## src/rtl/seg7_scan_driver.sv

```systemverilog
// Avalon-MM 4-digit multiplexed 7-segment scanner with anti-ghost blanking.
// Display contents come from shadow registers that reload only at frame boundaries.
module seg7_scan_driver #(
   parameter int unsigned DIGIT_PERIOD   = 50000,
   parameter int unsigned BLANK_CYCLES   = 500,
   parameter bit          SEL_ACTIVE_LOW = 1'b1,
   parameter bit          SEG_ACTIVE_LOW = 1'b1
) (
   input  logic        clk,
   input  logic        reset_n,
   input  logic [1:0]  avs_address,
   input  logic        avs_write,
   input  logic [31:0] avs_writedata,
   input  logic        avs_read,
   output logic [31:0] avs_readdata,
   output logic [3:0]  display_select,
   output logic [7:0]  display_segment
);

   localparam int unsigned    CntW     = (DIGIT_PERIOD > 1) ? $clog2(DIGIT_PERIOD) : 1;
   localparam logic [CntW-1:0] CntLast  = CntW'(DIGIT_PERIOD - 1);
   localparam logic [CntW-1:0] CntBlank = CntW'(BLANK_CYCLES);
   localparam logic [3:0]     SelOff   = SEL_ACTIVE_LOW ? 4'hF : 4'h0;
   localparam logic [7:0]     SegOff   = SEG_ACTIVE_LOW ? 8'hFF : 8'h00;

   function automatic logic [6:0] hex7(input logic [3:0] v);
      logic [6:0] s;
      case (v)
         4'h0:    s = 7'h3F;
         4'h1:    s = 7'h06;
         4'h2:    s = 7'h5B;
         4'h3:    s = 7'h4F;
         4'h4:    s = 7'h66;
         4'h5:    s = 7'h6D;
         4'h6:    s = 7'h7D;
         4'h7:    s = 7'h07;
         4'h8:    s = 7'h7F;
         4'h9:    s = 7'h6F;
         4'hA:    s = 7'h77;
         4'hB:    s = 7'h7C;
         4'hC:    s = 7'h39;
         4'hD:    s = 7'h5E;
         4'hE:    s = 7'h79;
         default: s = 7'h71;
      endcase
      return s;
   endfunction

   logic [15:0]     data_q, data_d, sh_data_q, sh_data_d;
   logic [8:0]      ctrl_q, ctrl_d, sh_ctrl_q, sh_ctrl_d;
   logic [31:0]     raw_q, raw_d, sh_raw_q, sh_raw_d;
   logic [CntW-1:0] cnt_q, cnt_d;
   logic [1:0]      digit_q, digit_d;
   logic            pending_q, pending_d;
   logic [31:0]     rdata_q, rdata_d;
   logic [3:0]      sel_q, sel_d;
   logic [7:0]      seg_q, seg_d;

   logic       slot_end, frame_end, wr_live;
   logic [3:0] nib, sel_on, dp_mask;
   logic [7:0] pattern;

   always_comb begin
      data_d    = data_q;
      ctrl_d    = ctrl_q;
      raw_d     = raw_q;
      wr_live   = avs_write && (avs_address != 2'd3);
      if (avs_write) begin
         case (avs_address)
            2'd0:    data_d = avs_writedata[15:0];
            2'd1:    ctrl_d = avs_writedata[8:0];
            2'd2:    raw_d  = avs_writedata;
            default: ;
         endcase
      end

      slot_end  = (cnt_q == CntLast);
      frame_end = slot_end && (digit_q == 2'd3);
      cnt_d     = slot_end ? '0 : cnt_q + CntW'(1);
      digit_d   = slot_end ? digit_q + 2'd1 : digit_q;

      // Shadows sample the pre-write live values, so a boundary-cycle write waits a frame.
      sh_data_d = frame_end ? data_q : sh_data_q;
      sh_ctrl_d = frame_end ? ctrl_q : sh_ctrl_q;
      sh_raw_d  = frame_end ? raw_q  : sh_raw_q;
      pending_d = wr_live ? 1'b1 : (frame_end ? 1'b0 : pending_q);

      rdata_d = rdata_q;
      if (avs_read) begin
         case (avs_address)
            2'd0:    rdata_d = {16'h0, data_q};
            2'd1:    rdata_d = {23'h0, ctrl_q};
            2'd2:    rdata_d = raw_q;
            default: rdata_d = {29'h0, pending_q, digit_q};
         endcase
      end

      nib     = sh_data_q[{digit_q, 2'b00} +: 4];
      dp_mask = sh_ctrl_q[7:4];
      pattern = sh_ctrl_q[8] ? sh_raw_q[{digit_q, 3'b000} +: 8]
                             : {dp_mask[digit_q], hex7(nib)};
      sel_on  = sh_ctrl_q[3:0] & (4'b0001 << digit_q);

      if (cnt_q < CntBlank) begin
         sel_d = SelOff;
         seg_d = SegOff;
      end else begin
         sel_d = SEL_ACTIVE_LOW ? ~sel_on : sel_on;
         seg_d = SEG_ACTIVE_LOW ? ~pattern : pattern;
      end
   end

   always_ff @(posedge clk or negedge reset_n) begin
      if (!reset_n) begin
         data_q    <= '0;
         ctrl_q    <= 9'h00F;
         raw_q     <= '0;
         sh_data_q <= '0;
         sh_ctrl_q <= 9'h00F;
         sh_raw_q  <= '0;
         cnt_q     <= '0;
         digit_q   <= '0;
         pending_q <= 1'b0;
         rdata_q   <= '0;
         sel_q     <= SelOff;
         seg_q     <= SegOff;
      end else begin
         data_q    <= data_d;
         ctrl_q    <= ctrl_d;
         raw_q     <= raw_d;
         sh_data_q <= sh_data_d;
         sh_ctrl_q <= sh_ctrl_d;
         sh_raw_q  <= sh_raw_d;
         cnt_q     <= cnt_d;
         digit_q   <= digit_d;
         pending_q <= pending_d;
         rdata_q   <= rdata_d;
         sel_q     <= sel_d;
         seg_q     <= seg_d;
      end
   end

   assign avs_readdata    = rdata_q;
   assign display_select  = sel_q;
   assign display_segment = seg_q;

endmodule

```

## config.mk

```make
export PLATFORM = sky130hd
export DESIGN_NAME = seg7_scan_driver
export DESIGN_NICKNAME = d
export VERILOG_FILES = /design/src/rtl/seg7_scan_driver.sv
export SDC_FILE = /design/constraint.sdc
export NUM_CORES = 1
export LEC_CHECK = 0
export ABC_AREA = 1
export CAP_MARGIN = 20
export CORE_MARGIN = 4
export CORE_UTILIZATION = 57
export DETAILED_ROUTE_END_ITERATION = 6
export PLACE_DENSITY_LB_ADDON = 0.05
export SYNTH_ARGS = -nofsm -noshare
export SYNTH_HDL_FRONTEND = slang
export SYNTH_SLANG_ARGS = --single-unit
```

## constraint.sdc

```tcl
create_clock -name clk -period 2 [get_ports clk]
set_input_delay 0.4 -clock clk [delete_from_list [all_inputs] [get_ports clk]]
set_output_delay 0.4 -clock clk [all_outputs]
set_load 0.05 [all_outputs]
```

After elaboration in Yosys (flattened, before gate mapping)
Memories as Yosys holds them, arrays and structs flattened.
Index checks and enable logic that the tools add are counted.
Word-level totals
  memories kept: 1
  flip-flop bits (word level): 177
  ROM bits: 112
  output and inout bits: 44
  word-level logic and storage cells: 44
  input port bits: 38
Memories
  (no name shown): words 16, width 7, read ports 1, clocked after memory_dff 0, wr ports 0, RTL line 28  | case (v)
Operators by class
  multiplexer cells: 9
  eq/ne operators: 5
  shift-type cells: 3
  reduce and logical (&&, ||, !) cells: 7
  $lt $le $gt $ge: 2
  add/sub/neg operators: 2
  bitwise operators: 3
Operator list (number)
  one-hot mux 32 bit (3 select lines): 1
  variable part select 32 x 6 -> 8 bit: 1
  adder 16 x 1 -> 16 bit, second input constant: 1
  equality test 16 bit, second input constant: 1
  < comparator 16 x 9 -> 1 bit, second input constant: 1
  2-to-1 mux 16 bit: 1
  2-to-1 mux 8 bit: 2
  variable part select 16 x 5 -> 4 bit: 1
  inverter 8 bit: 1
  AND reduction 2 bit: 3
  AND 4 bit: 1
  equality test 2 bit, second input constant: 2
  2-to-1 mux 4 bit: 1
  inverter 4 bit: 1
  left shift 1 x 2 -> 4 bit, first input constant: 1
  < comparator 2 x 3 -> 1 bit, second input constant: 1
  2-to-1 mux 1 bit: 3
  adder 2 x 1 -> 2 bit, second input constant: 1
  binary-select mux 1 bit (select 2 bit): 1
  equality test 2 x 1 -> 1 bit, second input constant: 1
  logical AND 1 bit: 2
  zero test 2 bit: 1
  inequality test 2 bit, second input constant: 1
  nonzero test 2 bit: 1

Depth between registers and ports, before layout
Gate-level depths: netlist (run 1).
  depth in word-level cells: 5
  mapped depth: 13

Worst setup path before layout (run 1)
No wires, ideal clock.
  path type: register to register
  start point: reg digit_q[0]
  end point: reg seg_q[0], in the netlist display_segment[0]
  library setup time: 0.076 ns
  arrival time: 1.627 ns
  stages on the path, launching flop included: 13
  period minus slack after synthesis: 1.703 ns
  path buffers: 2
  slack: 0.297 ns
  cell sequence: dfrtp_1 buf_2 clkbuf_1 nand2_1 nand3_1 nand2_1 ha_1 inv_1 nand3_1 nand3_1 nand2_1 nand2_1 nand2_1
On the way
  cells in the longest elaborated chain, start to end: 5
Ends and longest elaborated chain
  from (decl): RTL line 53  | logic [1:0] digit_q, digit_d;
  from (signal assigned): RTL line 135  | digit_q <= digit_d;
  variable part select 16 x 5 -> 4 bit: RTL line 98  | nib = sh_data_q[{digit_q, 2'b00} +: 4];
  memory read (16 x 7 bit)
  2-to-1 mux 8 bit *: RTL line 100  | pattern = sh_ctrl_q[8] ? sh_raw_q[{digit_q, 3'b000} +: 8]
  inverter 8 bit *: RTL line 109  | seg_d = SEG_ACTIVE_LOW ? ~pattern : pattern;
  2-to-1 mux 8 bit *: RTL line 104  | if (cnt_q < CntBlank) begin
  via seg_d[0]: RTL line 57  | logic [7:0] seg_q, seg_d;
  to (signal assigned): RTL line 126  | seg_q <= SegOff;
  to (signal assigned): RTL line 139  | seg_q <= seg_d;
  to (decl): RTL line 57
The timed path passes the listed nets; every way through them passes the cells marked *.
A chain may end at the register's enable or synchronous reset.

Final worst setup path (run 1)
  start point: reg rdata_q[1], in the netlist avs_readdata[1]
  end point: out avs_readdata[1]
RTL lines
  from (decl): RTL line 55  | logic [31:0] rdata_q, rdata_d;
  from (signal assigned): RTL line 137  | rdata_q <= rdata_d;
  to (decl): RTL line 15  | output logic [31:0] avs_readdata,
No word-level cell between the ends.

==> impl_metrics.tcl, run 1 <==
set metrics [dict create \
    clk_path_buf_depth 2 \
    antenna_found_initial 0 \
    num_vias 6543 \
    critPathMaxStageDelay_ns 0.55 \
    cp_max_fo 2 \
    grt_pass1_wl_mm 32.43 \
    rsz0062_at_grt "false" \
    postCtsSetupBuffers 0 \
    worstMarginPinSlew_ns 0.6294 \
    wire_per_inst_um 16.01 \
    yosysSeqAreaShare_pct 56.24 \
    diodes 0 \
    grt_pass1_vias 6581 \
    finalSetupViolations 0 \
    crit_arrival_ns 1.40 \
    dp_hpwl_mm 13.01 \
    yosys_warnings 0 \
    ant_nets 0 \
    hold_path.class "reg -> reg" \
    status "finished, final reports clean" \
    synth.top_cell.area_share_pct 49.61 \
    cts_sinks 177 \
    synth_most_common_cell "nand2_1" \
    hold_path_end "sh_ctrl_q[3]" \
    coreArea_um2 13400 \
    die-area_um2 15840 \
    cp.required_ns 1.60 \
    gr-total-overflow 0 \
    syn_inst 909 \
    gp_congestion 0.9233 \
    slew_headroom_pct 58.04 \
    dp_slack_ns 0.06169 \
    synth_fp_nets 958 \
    finalCriticalPeriod_ns 1.796 \
    maxSlewViolCount 0 \
    root_buffer "clkbuf_16" \
    clk_pin_slew_ns 0.06 \
    fin_tns_setup_ns 0 \
    clock_latency_ns 0.43 \
    worstHoldStart "sh_ctrl_q[3]" \
    io_pins 82 \
    fin_crit_sh_pct 89.80 \
    cts_buffers 17 \
    rows 42 \
    rr_worst_depth 10 \
    ys_ff_latch 177 \
    p_leak_nw 5.022 \
    synth.top_cells.by_area "dfrtp_1 (50%), nand2_1 (13%), nand3_1 (7.1%), dfstp_2 (6.6%), o21ai_0 (5.4%)" \
    grt_max_degree 59 \
    synth.distinct_cells 30 \
    viasPerCell 5.540 \
    r2r_setup_slack_ns 0.21 \
    setup_slack_ns 0.2039 \
    drive_above_1_share_pct 13.03 \
    htree_num_levels 4 \
    skew_ns 0.009140 \
    critPathSlowestCell "dlygate4sd2_1" \
    grt_usage_pct 25.19 \
    synthFlopType "dfrtp_1" \
    synth_area_leader_cell "dfrtp_1" \
    finalHoldViolCount 0 \
    die_y_um 125.9 \
    syn_avg_cell_area_um2 8.713 \
    power_density_nw_per_um2 879.9 \
    path_cells "dlygate4sd2_1" \
    drt-total-wl_mm 18.90 \
    drc 0 \
    r2r_start "digit_q[0]" \
    path_buf_inv 1 \
    final_util_pct 72.06 \
    synth_edf_count 0 \
    fp.dieW_um 125.9 \
    nets 1041 \
    hold_depth 2 \
    endpoint_kind "output port" \
    netlist_area_um2 7920 \
    fmax_mhz 556.8 \
    cap_viol_max_count 0 \
    cp-start-kind "flop" \
    crit_family "buffers and inverters" \
    total_power_mw 8.497 \
    areaGrowthSynthToFinish_pct 21.93 \
    io_buffers 81 \
    first_pass_iters 5 \
    synthTopCellsByCount "nand2_1 (272), dfrtp_1 (157), nand3_1 (113)" \
    ir_worst_vdd_mv 0.6774 \
    crit_type "reg -> out" \
    cts_tree "built" \
    reg2reg_to "display_segment[1]" \
    async_flop_share_pct 100.0 \
    dr.first_iter.drc_count 539 \
    start_util_pct 59.10 \
]
[report_power, final]
| group | internal, mW | switching [mW] | total, mW |
|---|---|---|---|
| sequential | 3.86 | 0.220 | 4.08 |
| clock | 2.08 | 1.40 | 3.47 |
| combinational | 0.357 | 0.587 | 0.945 |
| total | 6.29 | 2.20 | 8.50 |
[final cells by class]
cell class              instances  area [µm²]
clock inverters                11       151.4
clock buffers                  21       470.5
fillers                      1009        3744
well taps                     176       220.2
inverters                      70       262.8
repair buffers                112        1120
flip-flops and latches        177        4456
multi-input cells             614        2977
[what timing repair did]
action                                 4_1_cts  5_1_grt
setup endpoints to repair                   12       24
hold buffers                                 1        0
endpoints found under the hold margin       31        0
gates resized for setup                     12       18
[how the worst max path moves through the flow]
stage / depth (start not counted) / slack (ns) / end / startpoint
final: 1 / 0.20 / avs_readdata[1] / avs_readdata[1]
after global routing: 8 / 0.06 / display_segment[5] / digit_q[0]
after CTS: 1 / 0.0002 / avs_readdata[30] / avs_readdata[30]
after detailed placement: 8 / 0.06 / avs_readdata[1] / avs_address[1]
after global placement: 6 / 0.12 / raw_q[26] / avs_address[1]
after floorplan: 12 / 0.30 / display_segment[0] / digit_q[0]
[metal layers]
layer | wire length, µm | GRT usage (%) | vias up
met4 | 331 | 8.517 | 0
met3 | 983 | 5.123 | 31
met2 | 9066 | 40.37 | 204
met1 | 8521 | 34.74 | 3199
li1 | - | - | 3109
met5 | 0 | 0 | -
[layout by cell type (no fill, tap or decap), types with 2 or more instances in the layout]
cell / count
nand2_1: 272
dfrtp_1: 156
nand3_1: 113
o21ai_0: 85
inv_1: 68
nor2_1: 58
buf_4: 38
clkdlybuf4s50_1: 35
mux2_2: 23
dfstp_2: 20
clkbuf_16: 17
dlymetal6s2s_1: 17
dlygate4sd2_1: 12
ha_1: 10
a31oi_1: 8
nor3_1: 7
o21ai_1: 7
xor2_1: 7
buf_12: 7
a21oi_1: 5
clkinvlp_4: 4
o221ai_1: 3
nand2_2: 3
nand4_1: 3
inv_6: 3
clkbuf_8: 3
bufinv_16: 3
inv_2: 2
nor2_2: 2
o2111ai_1: 2
[through the flow]
step                      cells  cell area [µm²]  hold WS, ns
after floorplan             909             7920       0.1044
after global placement     1148             8996       0.3793
after detailed placement   1148             8996       0.3842
after CTS                  1181             9613       0.4661
after global routing       1181             9657       0.4747
final                      1181             9657       0.4652
[sequential cells by signal (all words and copies together), names as in the netlist]
register and count:
sh_data_q 16, pending_q 1, avs_readdata 32, cnt_q 16
sh_raw_q 32, display_segment 8, raw_q 32, digit_q 2
data_q 16, ctrl_q 9, display_select 4, sh_ctrl_q 9
[cell families after synthesis]
logic type | share of synthesized area (%)
simple gates | 24.14
fa+ha+maj | 1.738
compound gates | 7.520
xor+xnor | 0.8847
buf+inv | 6.208
flops | 56.24
mux | 3.270
Note: power is estimated with default switching activity, not from simulation.
==> inputs of run 2 (changes only) <==
--- a/config.mk
+++ b/config.mk
@@ -11,6 +11,7 @@
 export CORE_UTILIZATION = 57
 export DETAILED_ROUTE_END_ITERATION = 6
 export PLACE_DENSITY_LB_ADDON = 0.05
+export SKIP_LAST_GASP = 1
 export SYNTH_ARGS = -nofsm -noshare
 export SYNTH_HDL_FRONTEND = slang
 export SYNTH_SLANG_ARGS = --single-unit
==> results of run 2 <==
The final DEF is identical to that of run 1; final timing and power are the same.
